### config.mk
export PLATFORM = sky130hd
export DESIGN_NAME = systolic_feeder
export DESIGN_NICKNAME = d
export VERILOG_FILES = /design/src/rtl/feeder_pkg.sv /design/src/rtl/feeder_skew_sel.sv /design/src/rtl/systolic_feeder.sv
export SDC_FILE = /design/constraint.sdc
export NUM_CORES = 1
export LEC_CHECK = 0
export CORE_UTILIZATION = 58
export DETAILED_ROUTE_END_ITERATION = 10
export PLACE_DENSITY = 0.87
export REMOVE_ABC_BUFFERS = 1
export SLEW_MARGIN = 15
export SYNTH_ARGS = -nofsm -noshare
export SYNTH_HDL_FRONTEND = slang
export SYNTH_HIERARCHICAL = 1
export SYNTH_SLANG_ARGS = --single-unit
### constraint.sdc
create_clock -name clock -period 2.6 [get_ports clock]
set_input_delay 0.52 -clock clock [delete_from_list [all_inputs] [get_ports clock]]
set_output_delay 0.52 -clock clock [all_outputs]
set_load 0.05 [all_outputs]
### src/rtl/feeder_pkg.sv
// feeder_pkg: shared constants and state encoding for the systolic_feeder slice.
//   DIM    - matrix dimension (fixed 4x4 array edge)
//   N_WAVE - number of skewed wavefronts per run (2*DIM-1)
//   K_W    - width of the wavefront counter k
//   IDX_W  - width of a row/column index inside one matrix
//   feeder_state_e - sequencer states; CLR is only reachable when the
//                    FEEDER_CLR_EN build option is defined.
package feeder_pkg;
  localparam int DIM    = 4;
  localparam int N_WAVE = 2 * DIM - 1;
  localparam int K_W    = 3;
  localparam int IDX_W  = 2;

  typedef enum logic [2:0] {
    IDLE   = 3'd0,
    CLR    = 3'd1,
    STREAM = 3'd2,
    FLUSH  = 3'd3,
    DONE   = 3'd4
  } feeder_state_e;
endpackage

### src/rtl/feeder_skew_sel.sv
// feeder_skew_sel: combinational activation pick for one output lane.
// Lane LANE carries row LANE of A delayed by LANE cycles, so at wavefront k
// it shows A[LANE][k-LANE] inside the band 0..DIM-1 and zero outside it.
// Ports:
//   row - the DIM elements of A row LANE (element c at index c)
//   k   - current wavefront number
//   sel - selected element, or zero outside the band
module feeder_skew_sel
  import feeder_pkg::*;
#(
  parameter int DW   = 8,
  parameter int LANE = 0
) (
  input  logic [DIM-1:0][DW-1:0] row,
  input  logic [K_W-1:0]         k,
  output logic [DW-1:0]          sel
);

  int off;

  always_comb begin
    // Signed offset so lanes above 0 can see k < LANE as "not yet started".
    off = int'(k) - LANE;
    sel = '0;
    if ((off >= 0) && (off < DIM)) begin
      sel = row[off[IDX_W-1:0]];
    end
  end

endmodule

### src/rtl/systolic_feeder.sv
// systolic_feeder: input-edge sequencer for the 4x4 MAC array.
// Holds feature matrix A and weight matrix W; on start streams N_WAVE
// diagonally skewed activation wavefronts plus column-wise weight loads,
// then FLUSH_CYCLES all-zero cycles, then a one-cycle done pulse.
// Build option: FEEDER_CLR_EN adds the array_clr port and a CLR state that
// precedes STREAM, delaying every later output by one cycle.
// Ports:
//   clock, reset          - rising-edge clock, synchronous active-high reset
//   wr_en/wr_sel/wr_addr/wr_data - element write (sel 0=A, 1=W; addr=row*4+col),
//                           accepted only in IDLE, otherwise dropped with wr_err
//   start                 - begin a run, sampled only in IDLE
//   a_lane0..3            - skewed activations to array inputs a11..a14
//   w_lane0..3, w_col_strobe - weight column k for array rows 1..4, one-hot strobe
//   carry_in              - partial-sum seed, always zero
//   busy, done, wr_err    - status (done and wr_err are one-cycle pulses)
//   array_clr             - (FEEDER_CLR_EN only) one-cycle array clear
//   state_dbg             - current sequencer state
// All status and lane outputs are registered: outputs after edge e reflect
// the state held between edges e-1 and e.
module systolic_feeder
  import feeder_pkg::*;
#(
  parameter int DW           = 8,
  parameter int ACC_W        = 24,
  parameter int FLUSH_CYCLES = 3
) (
  input  logic             clock,
  input  logic             reset,
  input  logic             wr_en,
  input  logic             wr_sel,
  input  logic [3:0]       wr_addr,
  input  logic [DW-1:0]    wr_data,
  input  logic             start,
  output logic [DW-1:0]    a_lane0,
  output logic [DW-1:0]    a_lane1,
  output logic [DW-1:0]    a_lane2,
  output logic [DW-1:0]    a_lane3,
  output logic [DW-1:0]    w_lane0,
  output logic [DW-1:0]    w_lane1,
  output logic [DW-1:0]    w_lane2,
  output logic [DW-1:0]    w_lane3,
  output logic [3:0]       w_col_strobe,
  output logic [ACC_W-1:0] carry_in,
  output logic             busy,
  output logic             done,
  output logic             wr_err,
`ifdef FEEDER_CLR_EN
  output logic             array_clr,
`endif
  output feeder_state_e    state_dbg
);

  localparam int FC_W = (FLUSH_CYCLES > 1) ? $clog2(FLUSH_CYCLES) : 1;
  localparam logic [FC_W-1:0] FC_LAST =
    (FLUSH_CYCLES > 0) ? FC_W'(FLUSH_CYCLES - 1) : '0;

  logic [DIM-1:0][DIM-1:0][DW-1:0] mat_a, mat_w;  // [row][col]

  feeder_state_e          state_q, state_d;
  logic [K_W-1:0]         k_q, k_d;
  logic [FC_W-1:0]        fc_q, fc_d;

  logic [DIM-1:0][DW-1:0] skew;
  logic [DIM-1:0][DW-1:0] a_d, a_q, w_d, w_q;
  logic [DIM-1:0]         strobe_d, strobe_q;
  logic                   busy_d, busy_q, done_d, done_q, wr_err_q;
`ifdef FEEDER_CLR_EN
  logic                   clr_d, clr_q;
`endif

  for (genvar j = 0; j < DIM; j++) begin : g_skew
    feeder_skew_sel #(.DW(DW), .LANE(j)) u_sel (
      .row (mat_a[j]),
      .k   (k_q),
      .sel (skew[j])
    );
  end

  // Next state and next registered outputs.
  always_comb begin
    state_d  = state_q;
    k_d      = k_q;
    fc_d     = fc_q;
    a_d      = '0;
    w_d      = '0;
    strobe_d = '0;
    busy_d   = 1'b0;
    done_d   = 1'b0;
`ifdef FEEDER_CLR_EN
    clr_d    = 1'b0;
`endif
    case (state_q)
      IDLE: begin
        if (start) begin
          k_d = '0;
`ifdef FEEDER_CLR_EN
          state_d = CLR;
`else
          state_d = STREAM;
`endif
        end
      end
      CLR: begin
`ifdef FEEDER_CLR_EN
        clr_d = 1'b1;
`endif
        k_d     = '0;
        state_d = STREAM;
      end
      STREAM: begin
        busy_d = 1'b1;
        a_d    = skew;
        if (k_q < K_W'(DIM)) begin
          strobe_d = DIM'(1) << k_q[IDX_W-1:0];
          for (int i = 0; i < DIM; i++) begin
            w_d[i] = mat_w[i][k_q[IDX_W-1:0]];
          end
        end
        if (k_q == K_W'(N_WAVE - 1)) begin
          k_d     = '0;
          fc_d    = '0;
          state_d = (FLUSH_CYCLES == 0) ? DONE : FLUSH;
        end else begin
          k_d = k_q + 1'b1;
        end
      end
      FLUSH: begin
        busy_d = 1'b1;
        if (fc_q == FC_LAST) begin
          state_d = DONE;
        end else begin
          fc_d = fc_q + 1'b1;
        end
      end
      DONE: begin
        done_d  = 1'b1;
        state_d = IDLE;
      end
      default: state_d = IDLE;
    endcase
  end

  always_ff @(posedge clock) begin
    if (reset) begin
      state_q <= IDLE;
      k_q     <= '0;
      fc_q    <= '0;
    end else begin
      state_q <= state_d;
      k_q     <= k_d;
      fc_q    <= fc_d;
    end
  end

  // Output registers and matrix storage. A write in the same cycle as an
  // accepted start lands before the first wavefront is selected.
  always_ff @(posedge clock) begin
    if (reset) begin
      mat_a    <= '0;
      mat_w    <= '0;
      a_q      <= '0;
      w_q      <= '0;
      strobe_q <= '0;
      busy_q   <= 1'b0;
      done_q   <= 1'b0;
      wr_err_q <= 1'b0;
`ifdef FEEDER_CLR_EN
      clr_q    <= 1'b0;
`endif
    end else begin
      a_q      <= a_d;
      w_q      <= w_d;
      strobe_q <= strobe_d;
      busy_q   <= busy_d;
      done_q   <= done_d;
      wr_err_q <= 1'b0;
`ifdef FEEDER_CLR_EN
      clr_q    <= clr_d;
`endif
      if (wr_en) begin
        if (state_q == IDLE) begin
          if (wr_sel) begin
            mat_w[wr_addr[3:2]][wr_addr[1:0]] <= wr_data;
          end else begin
            mat_a[wr_addr[3:2]][wr_addr[1:0]] <= wr_data;
          end
        end else begin
          wr_err_q <= 1'b1;
        end
      end
    end
  end

  assign a_lane0      = a_q[0];
  assign a_lane1      = a_q[1];
  assign a_lane2      = a_q[2];
  assign a_lane3      = a_q[3];
  assign w_lane0      = w_q[0];
  assign w_lane1      = w_q[1];
  assign w_lane2      = w_q[2];
  assign w_lane3      = w_q[3];
  assign w_col_strobe = strobe_q;
  assign carry_in     = '0;
  assign busy         = busy_q;
  assign done         = done_q;
  assign wr_err       = wr_err_q;
`ifdef FEEDER_CLR_EN
  assign array_clr    = clr_q;
`endif
  assign state_dbg    = state_q;

endmodule

==> results of run 1 <==
metal layers:
layer	vias up	GRT usage (%)
met5	-	0
met4	0	6.09
met3	38	3.00
met2	206	41.1
met1	4516	30.6
li1	4378	-
cell usage after synthesis, drive strengths merged (2+ instances only):
cell    instances
nor3b           6
ha              3
clkbuf         73
inv             4
or2             2
nand3          20
nor3            5
nor4b           5
nor2b          44
nor2            6
mux2i         281
nand3b          2
mux4           52
and2           41
nand4b          2
a211oi          3
o22ai          12
a21oi           6
a21boi          8
nand2b        272
dfxtp         335
buf            47
nand4          12
kinds of logic (layout without fill, tap and decap cells):
group,after synthesis,after routing,synth area share (%)
flops,335,335,45.7
buf+inv,124,187,4.39
simple gates,420,420,20.8
mux,333,333,27.2
other cells,1,24,0.0255
xor+xnor,1,1,0.0596
fa+ha+maj,3,3,0.256
compound gates,35,35,1.62
sequential cells by signal (all words and copies together) (netlist names), 2 cells and up:
name and flops:
mat_a 128, mat_w 128, a_lane0 8, a_lane1 8
a_lane2 8, a_lane3 8, w_lane0 8, w_lane1 8
w_lane2 8, w_lane3 8, w_col_strobe 4, k_q 3
state_dbg 3, fc_q 2
worst max path at each step:
stage / end / slack (ps) / cells past startpoint
floorplan: mat_a[64] / -1800 / 3
global route: state_dbg[1] / 40 / 1
finish: state_dbg[1] / 90 / 1
detailed placement: mat_a[68] / 250 / 4
global placement: mat_w[73] / 310 / 7
CTS: state_dbg[2] / 50 / 1
cells in the final DEF, fill, tap and decap left out, types with 3 or more instances in the layout:
master,n
o22ai_1,12
nand2b_1,272
conb_1,24
a21oi_1,5
buf_4,32
nor2_1,5
ha_1,3
and2_1,41
nand3_4,20
a21boi_0,8
nor3_1,4
nand4_4,10
inv_1,4
nor3b_1,4
clkbuf_16,35
clkbuf_8,8
clkinv_2,6
clkbuf_1,6
buf_12,4
nor2b_1,44
a211oi_1,3
clkdlybuf4s50_1,87
mux4_2,50
mux2i_1,281
nor4b_1,3
dfxtp_1,333
metrics by stage:
stage                     setup TNS (ps)  setup slack (ps)
after floorplan                  -483600             -1800
after global placement                 0               305
after detailed placement               0               251
after CTS                              0              45.6
after global routing                   0              35.3
final                                  0              93.4
tightest hold or removal path, cell delays in order, from the launching register on:
cell and delay (ps):
dfxtp_1 300, nand2b_1 60, mux2i_1 60
power groups by stage:
| stage | combinational [uW] | sequential [uW] | clock, uW |
|---|---|---|---|
| 6_report | 686 | 5190 | 4820 |
| 5_1_grt | 724 | 5190 | 5130 |
| 4_1_cts | 685 | 5190 | 4900 |
| 3_5_place_dp | 682 | 5300 | 0 |
| 3_3_place_gp | 672 | 5300 | 0 |
| 2_1_floorplan | 398 | 5340 | 0 |
cell type report:
type	count	area (um2)	area share, %
Clock buffer	49	1010	5.97
Clock inverter	9	98.8	0.585
Inverter	4	15.0	0.0889
Multi-Input combinational cell	816	7430	44.0
Sequential cell	335	6710	39.7
Tap cell	324	405	2.40
Timing Repair Buffer	125	1220	7.20
repair_timing:
item / 4_1_cts / 5_1_grt
hold endpoints to repair: 0 / 0
setup endpoints to repair: 0 / 2
gates resized for setup: 0 / 2
==> flow_metrics.py, run 1 <==
metrics = {
    "setup_path": {
        "r2r-start": "k_q[0]",
        "crit_required_ps": 2080,
        "worstPathArrival_ps": 1990,
        "cpLargestDelayFamily": "buffers and inverters",
        "cp-startpoint": "state_dbg[1]",
        "worstSetupPathType": "reg2out",
        "worstPathCellList": "clkdlybuf4s50_1",
        "critical_path_buf_inv_count": 1,
        "slowest_stage": "clkdlybuf4s50_1",
        "crit_fanout": 12,
        "regToRegSetupSlack_ps": 530,
        "cp-end-kind": "output pin",
        "r2r_end": "a_lane2[1]",
        "rr_worst_depth": 4,
        "start_kind": "flip-flop",
        "cpPeakStageDelay_ps": 890,
    },
    "detailed_routing": {
        "ant_nets": 0,
        "dr.max_layer_used": "met4",
        "met2_length_mm": 14.9,
        "wl_met3_mm": 1.24,
        "drt-total-wl_mm": 30.1,
        "avgViaCountPerCell": 5.50,
        "drtPass1Iterations": 5,
        "met1_length_mm": 13.4,
        "wl_per_cell_um": 18.1,
        "first_iter_violations": 636,
        "vias": 9138,
        "drc": 0,
    },
    "layout": {
        "final_util_pct": 68.6,
        "num-fill-cells": 1743,
        "layoutNonFillerInstCount": 1662,
        "area_growth_pct": 15.0,
        "design_area_mm2": 0.0169,
        "antenna_cells": 0,
        "nets": 1336,
        "final_layout_size_suffix_gt1_share_pct": 13.4,
    },
    "floorplanning": {
        "core_area_mm2": 0.0246,
        "fp.dieW_um": 161,
        "fp-row-count": 57,
        "boundaryPins": 115,
        "die_y_um": 161,
        "die_area_mm2": 0.0260,
        "start_util_pct": 59.7,
    },
    "hold_path": {
        "hold_path_end": "mat_w[18]",
        "hold_path_depth": 2,
        "hp-class": "reg2reg",
        "holdCritStartpoint": "mat_w[18]",
    },
    "pwr": {
        "seq_power_share_pct": 48.5,
        "power_density_mw_per_mm2": 633,
        "total_power_uw": 10700,
        "p_leak_uw": 0.00751,
        "switchingPower_uw": 2400,
        "clockPowerShare_pct": 45.1,
        "pwr-share-comb_pct": 6.4,
        "power.internal_uw": 8300,
        "ir_drop_mv": 0.512,
        "swShare_pct": 22.4,
    },
    "grt": {
        "grt_start_max_net_pins": 141,
        "grt_usage_pct": 23.5,
        "grt_pass1_vias": 9331,
        "overflow": 0,
        "antenna_found_initial": 0,
        "grt_pass1_wl_mm": 48.9,
    },
    "flow_run": {
        "cap_violations": 0,
    },
    "timing": {
        "clock.fmax_mhz": 399,
        "finClkSkew_ps": 14.4,
        "slew_viol_final": 0,
        "timing.final.crit_share_pct": 96.4,
        "setup_viol": 0,
        "layout_min_cycle_time_ps": 2510,
        "hold_viol": 0,
        "worst_slew_pin_slew_ps": 656,
        "hold_slack_ps": 473,
        "rsz0062_at_grt": "no",
        "max_slew_margin_pct": 56.2,
    },
    "synth": {
        "synth_top_area_cell": "dfxtp_1",
        "synth_seq_area_share_pct": 45.7,
        "synthTopCellsByArea": "dfxtp_1 (46%), mux2i_1 (19%), nand2b_1 (12%), mux4_2 (7.7%), nand3_4 (2.4%)",
        "synth_flop_cell": "dfxtp_1",
        "synth_edf_count": 0,
        "syn_area_per_cell_um2": 11.7,
        "synth_warnings": 6,
        "synth-seq-cells": 335,
        "syn_area_mm2": 0.0147,
        "synth.top_cell.area_share_pct": 45.7,
        "postSynthCellCount": 1252,
        "synth_cell_types": 47,
        "async_flop_share_pct": 0,
    },
    "clocking": {
        "cts_setup_buffers": 0,
        "clk_pin_slew_worst_paths_ps": 60,
        "cts_tree": "built",
        "cts_buffer_depth": 3,
        "htree_levels": 2,
        "cts_sinks": 335,
        "cts_hold_buf": 0,
        "cts_made_buffers": 34,
        "root_buffer": "clkbuf_16",
        "clock_latency_ps": 500,
    },
    "place": {
        "dp_cells": 1604,
        "portBuffers": 90,
        "dpl_cell_area_mm2": 0.0158,
        "hpwl_mm": 18.4,
        "gp_routability_congestion": 0.773,
    },
    "status": {
        "outcome": "finished clean",
    },
}
Note: power is estimated with default switching activity, not from simulation.
==> run 2: changes to the inputs <==
- CORE_UTILIZATION: 58 -> 53
- PLACE_DENSITY: 0.87 -> 0.84
- clock period: 2.6 -> 2.1 ns (I/O delays scaled with it)
==> run 2 against run 1 <==
Net effect:
- combinational power is 37% higher
- final cell count rose by 4.2%
- clock-buffer cell count increased by 1
- first-iteration DRC count down 6.9%
- setup slack worse by 45 ps
- highest routed layer unchanged
==> flow_metrics.py, run 2 (synthesis gave the netlist of run 1 again) <==
metrics = {
    "grt": {
        "grt_usage_pct": 22.3,
        "overflow": 0,
        "antenna_found_initial": 0,
        "grt_pass1_wl_mm": 50.3,
        "grt_start_max_net_pins": 151,
        "grt_pass1_vias": 9355,
    },
    "pwr": {
        "seq_power_share_pct": 46.2,
        "power_density_mw_per_mm2": 798,
        "pwr-share-comb_pct": 6.8,
        "p_leak_uw": 0.00772,
        "power.internal_uw": 10800,
        "clockPowerShare_pct": 47.0,
        "ir_drop_mv": 0.410,
        "swShare_pct": 22.5,
        "switchingPower_uw": 3120,
    },
    "timing": {
        "worst_slew_pin_slew_ps": 513,
        "finClkSkew_ps": 12.0,
        "max_slew_margin_pct": 65.7,
        "hold_viol": 0,
        "clock.fmax_mhz": 487,
        "hold_slack_ps": 473,
        "timing.final.crit_share_pct": 97.7,
        "rsz0062_at_grt": "no",
        "layout_min_cycle_time_ps": 2050,
        "slew_viol_final": 0,
        "setup_viol": 0,
    },
    "clocking": {
        "cts_buffer_depth": 3,
        "cts_setup_buffers": 0,
        "cts_sinks": 335,
        "root_buffer": "clkbuf_16",
        "cts_tree": "built",
        "cts_resized": 0,
        "cts_made_buffers": 36,
        "clock_latency_ps": 520,
        "clk_pin_slew_worst_paths_ps": 60,
        "cts_hold_buf": 0,
        "htree_levels": 2,
    },
    "setup_path": {
        "cpLargestDelayFamily": "buffers and inverters",
        "cpPeakStageDelay_ps": 800,
        "critical_path_buf_inv_count": 1,
        "start_kind": "flip-flop",
        "crit_required_ps": 1680,
        "regToRegSetupSlack_ps": 270,
        "path_depth": 1,
        "rr_worst_depth": 5,
        "worstPathArrival_ps": 1630,
        "slowest_stage": "clkdlybuf4s50_1",
        "worstSetupPathType": "reg2out",
        "cp-end-kind": "output pin",
        "worstPathCellList": "clkdlybuf4s50_1",
        "crit_fanout": 1,
    },
    "status": {
        "outcome": "finished clean",
    },
    "place": {
        "gp_routability_congestion": 0.768,
        "hpwl_mm": 18.7,
        "dpl_cell_area_mm2": 0.0162,
        "dp_cells": 1668,
        "portBuffers": 90,
    },
    "detailed_routing": {
        "drt-total-wl_mm": 31.1,
        "ant_nets": 0,
        "avgViaCountPerCell": 5.35,
        "first_iter_violations": 592,
        "drc": 0,
        "vias": 9260,
        "drtPass1Iterations": 5,
        "wl_per_cell_um": 18.0,
    },
    "floorplanning": {
        "die_y_um": 168,
        "start_util_pct": 54.2,
        "die_area_mm2": 0.0284,
        "fp-row-count": 60,
        "fp.dieW_um": 168,
        "boundaryPins": 115,
        "core_area_mm2": 0.0271,
    },
    "hold_path": {
        "hold_path_depth": 2,
        "hp-class": "reg2reg",
    },
    "layout": {
        "layout_common_cells": "dfxtp_1 (333), mux2i_1 (281), nand2b_1 (272)",
        "final_util_pct": 64.2,
        "reg.largest.list": "mat_a: 128 flops, mat_w: 128 flops",
        "area_growth_pct": 18.4,
        "design_area_mm2": 0.0174,
        "antenna_cells": 0,
        "layoutNonFillerInstCount": 1731,
        "nets": 1354,
        "final_layout_size_suffix_gt1_share_pct": 14.9,
        "mostFrequentLayoutCell": "dfxtp_1",
    },
    "flow_run": {
        "cap_violations": 0,
    },
}
-- run 2: changes by cell type in the layout (fill, tap and decap cells not counted) --
cell	before	now
clkbuf_16	35	38
clkbuf_8	8	6
buf_12	4	21
inv_6	1	0
clkinv_2	6	8
clkdlybuf4s50_1	87	85
clkinv_4	0	1
bufinv_16	2	4
buf_4	32	34
dlymetal6s2s_1	2	1
-- run 2: power by group through the flow --
stage                     Combinational, uW  Sequential [uW]  Clock (uW)
after detailed placement                932             6560           0
after floorplan                         493             6620           0
after global routing                    988             6420        6870
final                                   938             6420        6520
after global placement                  921             6550           0
after CTS                               939             6420        6600
-- run 2: area by class of cell --
class / instances / area [um2]
clock buffers: 50 / 1060
clock inverters: 13 / 169
fillers: 1999 / 9710
inverters: 4 / 15.0
multi-input cells: 816 / 7430
flip-flops and latches: 335 / 6710
well taps: 372 / 465
repair buffers: 141 / 1540
-- run 2: metal layers --
metal	up-vias	track usage [%]	part of all wire, %
li1	4423	-	-
met1	4575	30.5	46
met2	209	36.5	47
met3	53	3.53	4.5
met4	0	6.44	2.1
met5	-	0	0
-- run 2: worst paths after layout --
| check | startpoint | end |
|---|---|---|
| worst min register to register | mat_a[40] | mat_a[40] |
| worst max-delay path | a_lane0[4] | a_lane0[4] |
| worst min-delay path | mat_a[40] | mat_a[40] |
| worst max register to register | k_q[0] | a_lane1[2] |
-- run 2: per-stage QoR --
| stage | power (uW) | setup WS [ps] | TNS (ps) |
|---|---|---|---|
| floorplan | 7110 | -2300 | -648600 |
| global placement | 7480 | 26.0 | 0 |
| detailed placement | 7490 | 30.5 | 0 |
| CTS | 14000 | 26.7 | 0 |
| global route | 14300 | 1.23 | 0 |
| finish | 13900 | 48.1 | 0 |
==> run 3: changes to the inputs <==
- CORE_UTILIZATION: 53 -> 52
- PLACE_DENSITY: 0.84 -> 0.83
- SKIP_CTS_REPAIR_TIMING: unset -> 1
- SYNTH_HIERARCHICAL: 1 -> unset
==> run 3 against run 2 <==
Net effect:
- area after synthesis down 3.1%
- maximum frequency about the same
- non-clock buffer count is 15 higher
- combinational power fell by 4.7%
- final cell count is 1.3% lower
- flip-flop and latch count unchanged
- clock skew shrank 2.9 ps
- core utilization is 0.62 points lower
- cell area shrank 1.8%
- largest cell class unchanged
- largest power group is now sequential cells
==> flow_metrics.py, run 3 <==
metrics = {
    "floorplanning": {
        "start_util_pct": 53.0,
        "fp-row-count": 60,
        "die_area_mm2": 0.0280,
        "fp.dieW_um": 167,
        "boundaryPins": 115,
        "die_y_um": 167,
        "core_area_mm2": 0.0269,
    },
    "clocking": {
        "cts_made_buffers": 35,
        "cts_sinks": 335,
        "cts_buffer_depth": 3,
        "root_buffer": "clkbuf_16",
        "cts_tree": "built",
        "htree_levels": 2,
        "clock_latency_ps": 510,
        "clk_pin_slew_worst_paths_ps": 60,
    },
    "hold_path": {
        "hp-class": "in2reg",
    },
    "detailed_routing": {
        "first_iter_violations": 474,
        "drtPass1Iterations": 4,
        "ant_nets": 0,
        "drc": 0,
        "avgViaCountPerCell": 5.40,
        "drt-total-wl_mm": 30.3,
        "vias": 9237,
        "wl_per_cell_um": 17.7,
    },
    "pwr": {
        "p_leak_uw": 0.00763,
        "power_density_mw_per_mm2": 797,
        "ir_drop_mv": 0.637,
    },
    "timing": {
        "clock.fmax_mhz": 487,
        "worst_slew_pin_slew_ps": 996,
        "hold_viol": 0,
        "rsz0062_at_grt": "no",
        "setup_viol": 0,
        "layout_min_cycle_time_ps": 2050,
        "timing.final.crit_share_pct": 97.7,
        "max_slew_margin_pct": 32.9,
        "finClkSkew_ps": 9.13,
        "slew_viol_final": 0,
    },
    "place": {
        "gp_routability_congestion": 0.760,
        "dpl_cell_area_mm2": 0.0159,
        "hpwl_mm": 18.3,
        "portBuffers": 90,
    },
    "synth": {
        "synth_top_area_cell": "dfxtp_1",
        "synth-seq-cells": 335,
        "synth_edf_count": 0,
        "synth_top_cells_by_count": "mux2i_1 (336), dfxtp_1 (335), nand2b_1 (267), clkbuf_1 (69), o22ai_1 (40)",
        "synth_flop_cell": "dfxtp_1",
        "synth_seq_area_share_pct": 47.1,
        "syn_area_mm2": 0.0142,
        "synth.top_cell.area_share_pct": 47.1,
        "synth_warnings": 0,
        "synth_cell_types": 40,
        "synth_most_common_cell": "mux2i_1",
        "postSynthCellCount": 1252,
        "async_flop_share_pct": 0,
        "synthTopCellsByArea": "dfxtp_1 (47%), mux2i_1 (24%), nand2b_1 (12%), mux4_2 (3.8%), nand4_4 (2.1%)",
        "syn_area_per_cell_um2": 11.4,
    },
    "setup_path": {
        "slowest_stage": "clkdlybuf4s50_1",
        "crit_fanout": 1,
        "start_kind": "flip-flop",
        "worstPathArrival_ps": 1630,
        "cpLargestDelayFamily": "buffers and inverters",
        "worstSetupPathType": "reg2out",
        "cp-end-kind": "output pin",
        "worstPathCellList": "clkdlybuf4s50_1",
        "critical_path_buf_inv_count": 1,
        "crit_required_ps": 1680,
        "cpPeakStageDelay_ps": 800,
    },
    "status": {
        "outcome": "finished clean",
    },
    "layout": {
        "antenna_cells": 0,
        "final_layout_size_suffix_gt1_share_pct": 13.0,
        "num-fill-cells": 2026,
        "layout_common_cells": "mux2i_1 (336), dfxtp_1 (334), nand2b_1 (267)",
        "final_util_pct": 63.6,
        "design_area_mm2": 0.0171,
        "mostFrequentLayoutCell": "mux2i_1",
        "nets": 1368,
        "area_growth_pct": 20.0,
        "reg.largest.list": "mat_a: 128 flops, mat_w: 128 flops",
    },
    "grt": {
        "antenna_found_initial": 1,
        "grt_pass1_vias": 9618,
        "grt_pass1_wl_mm": 49.9,
        "grt_start_max_net_pins": 140,
        "overflow": 0,
        "grt_usage_pct": 22.0,
    },
    "flow_run": {
        "cap_violations": 0,
    },
}
[run 3: cell type report]
class | count | area [um2] | share of cell area [%]
sequential | 335 | 6710 | 39.3
timing repair buffer | 156 | 1750 | 10.2
tap | 341 | 427 | 2.50
clock buffer | 55 | 1060 | 6.23
multi-input combinational | 812 | 7010 | 41.0
clock inverter | 6 | 109 | 0.637
inverter | 4 | 15.0 | 0.0879
[run 3: worst register-to-register path: cells and delay by family, from the launching register on]
kind                     cells  cell delay (ps)
flip-flops                   1              380
AND/OR/NAND/NOR              2              310
AO/OA/AOI/OAI                1              780
adder cells (fa/ha/maj)      1              240
[run 3: metrics by stage]
stage                     total power, uW  hold slack, ps  setup slack (ps)  setup TNS (ps)  std cells
after floorplan                      7110             448             -3570         -551860       1151
after global placement               7430             458             -42.5            -609       1648
after detailed placement             7440             465             -61.2           -1670       1648
after CTS                           13700             375             0.391               0       1709
after global routing                14000             408              13.0               0       1709
final                               13600             394              47.5               0       1709
[run 3: power by group]
group,leakage (uW),switching [uW],internal [uW]
registers,0.00270,20.6,6390
clock network,0.000574,2460,3840
logic,0.00436,547,347
[run 3: worst paths after layout]
check | startpoint | end | slack [ps] | depth (start not counted)
max | a_lane3[7] | a_lane3[7] | 50 | 1
min | reset | w_col_strobe[1] | 390 | 4
max reg2reg | k_q[0] | a_lane3[1] | 230 | 4
min reg2reg | mat_a[6] | mat_a[6] | 470 | 2
[run 3: cells by family after synthesis]
family	after synthesis	share of synthesized area, %
xor+xnor	1	0.0615
flops	335	47.1
simple gates	363	18.0
fa+ha+maj	7	0.615
mux	360	27.4
buf+inv	128	4.37
other cells	1	0.0263
compound gates	57	2.44
[run 3: per-layer routing]
| layer | routed length, um | track usage, % | part of all wire [%] | up-vias |
|---|---|---|---|---|
| met1 | 13400 | 27.9 | 44 | 4516 |
| met3 | 1360 | 4.23 | 4.5 | 54 |
| met2 | 14800 | 37.6 | 49 | 199 |
| met4 | 790 | 7.34 | 2.6 | 0 |
| li1 | - | - | - | 4468 |
| met5 | 0 | 0 | 0 | - |
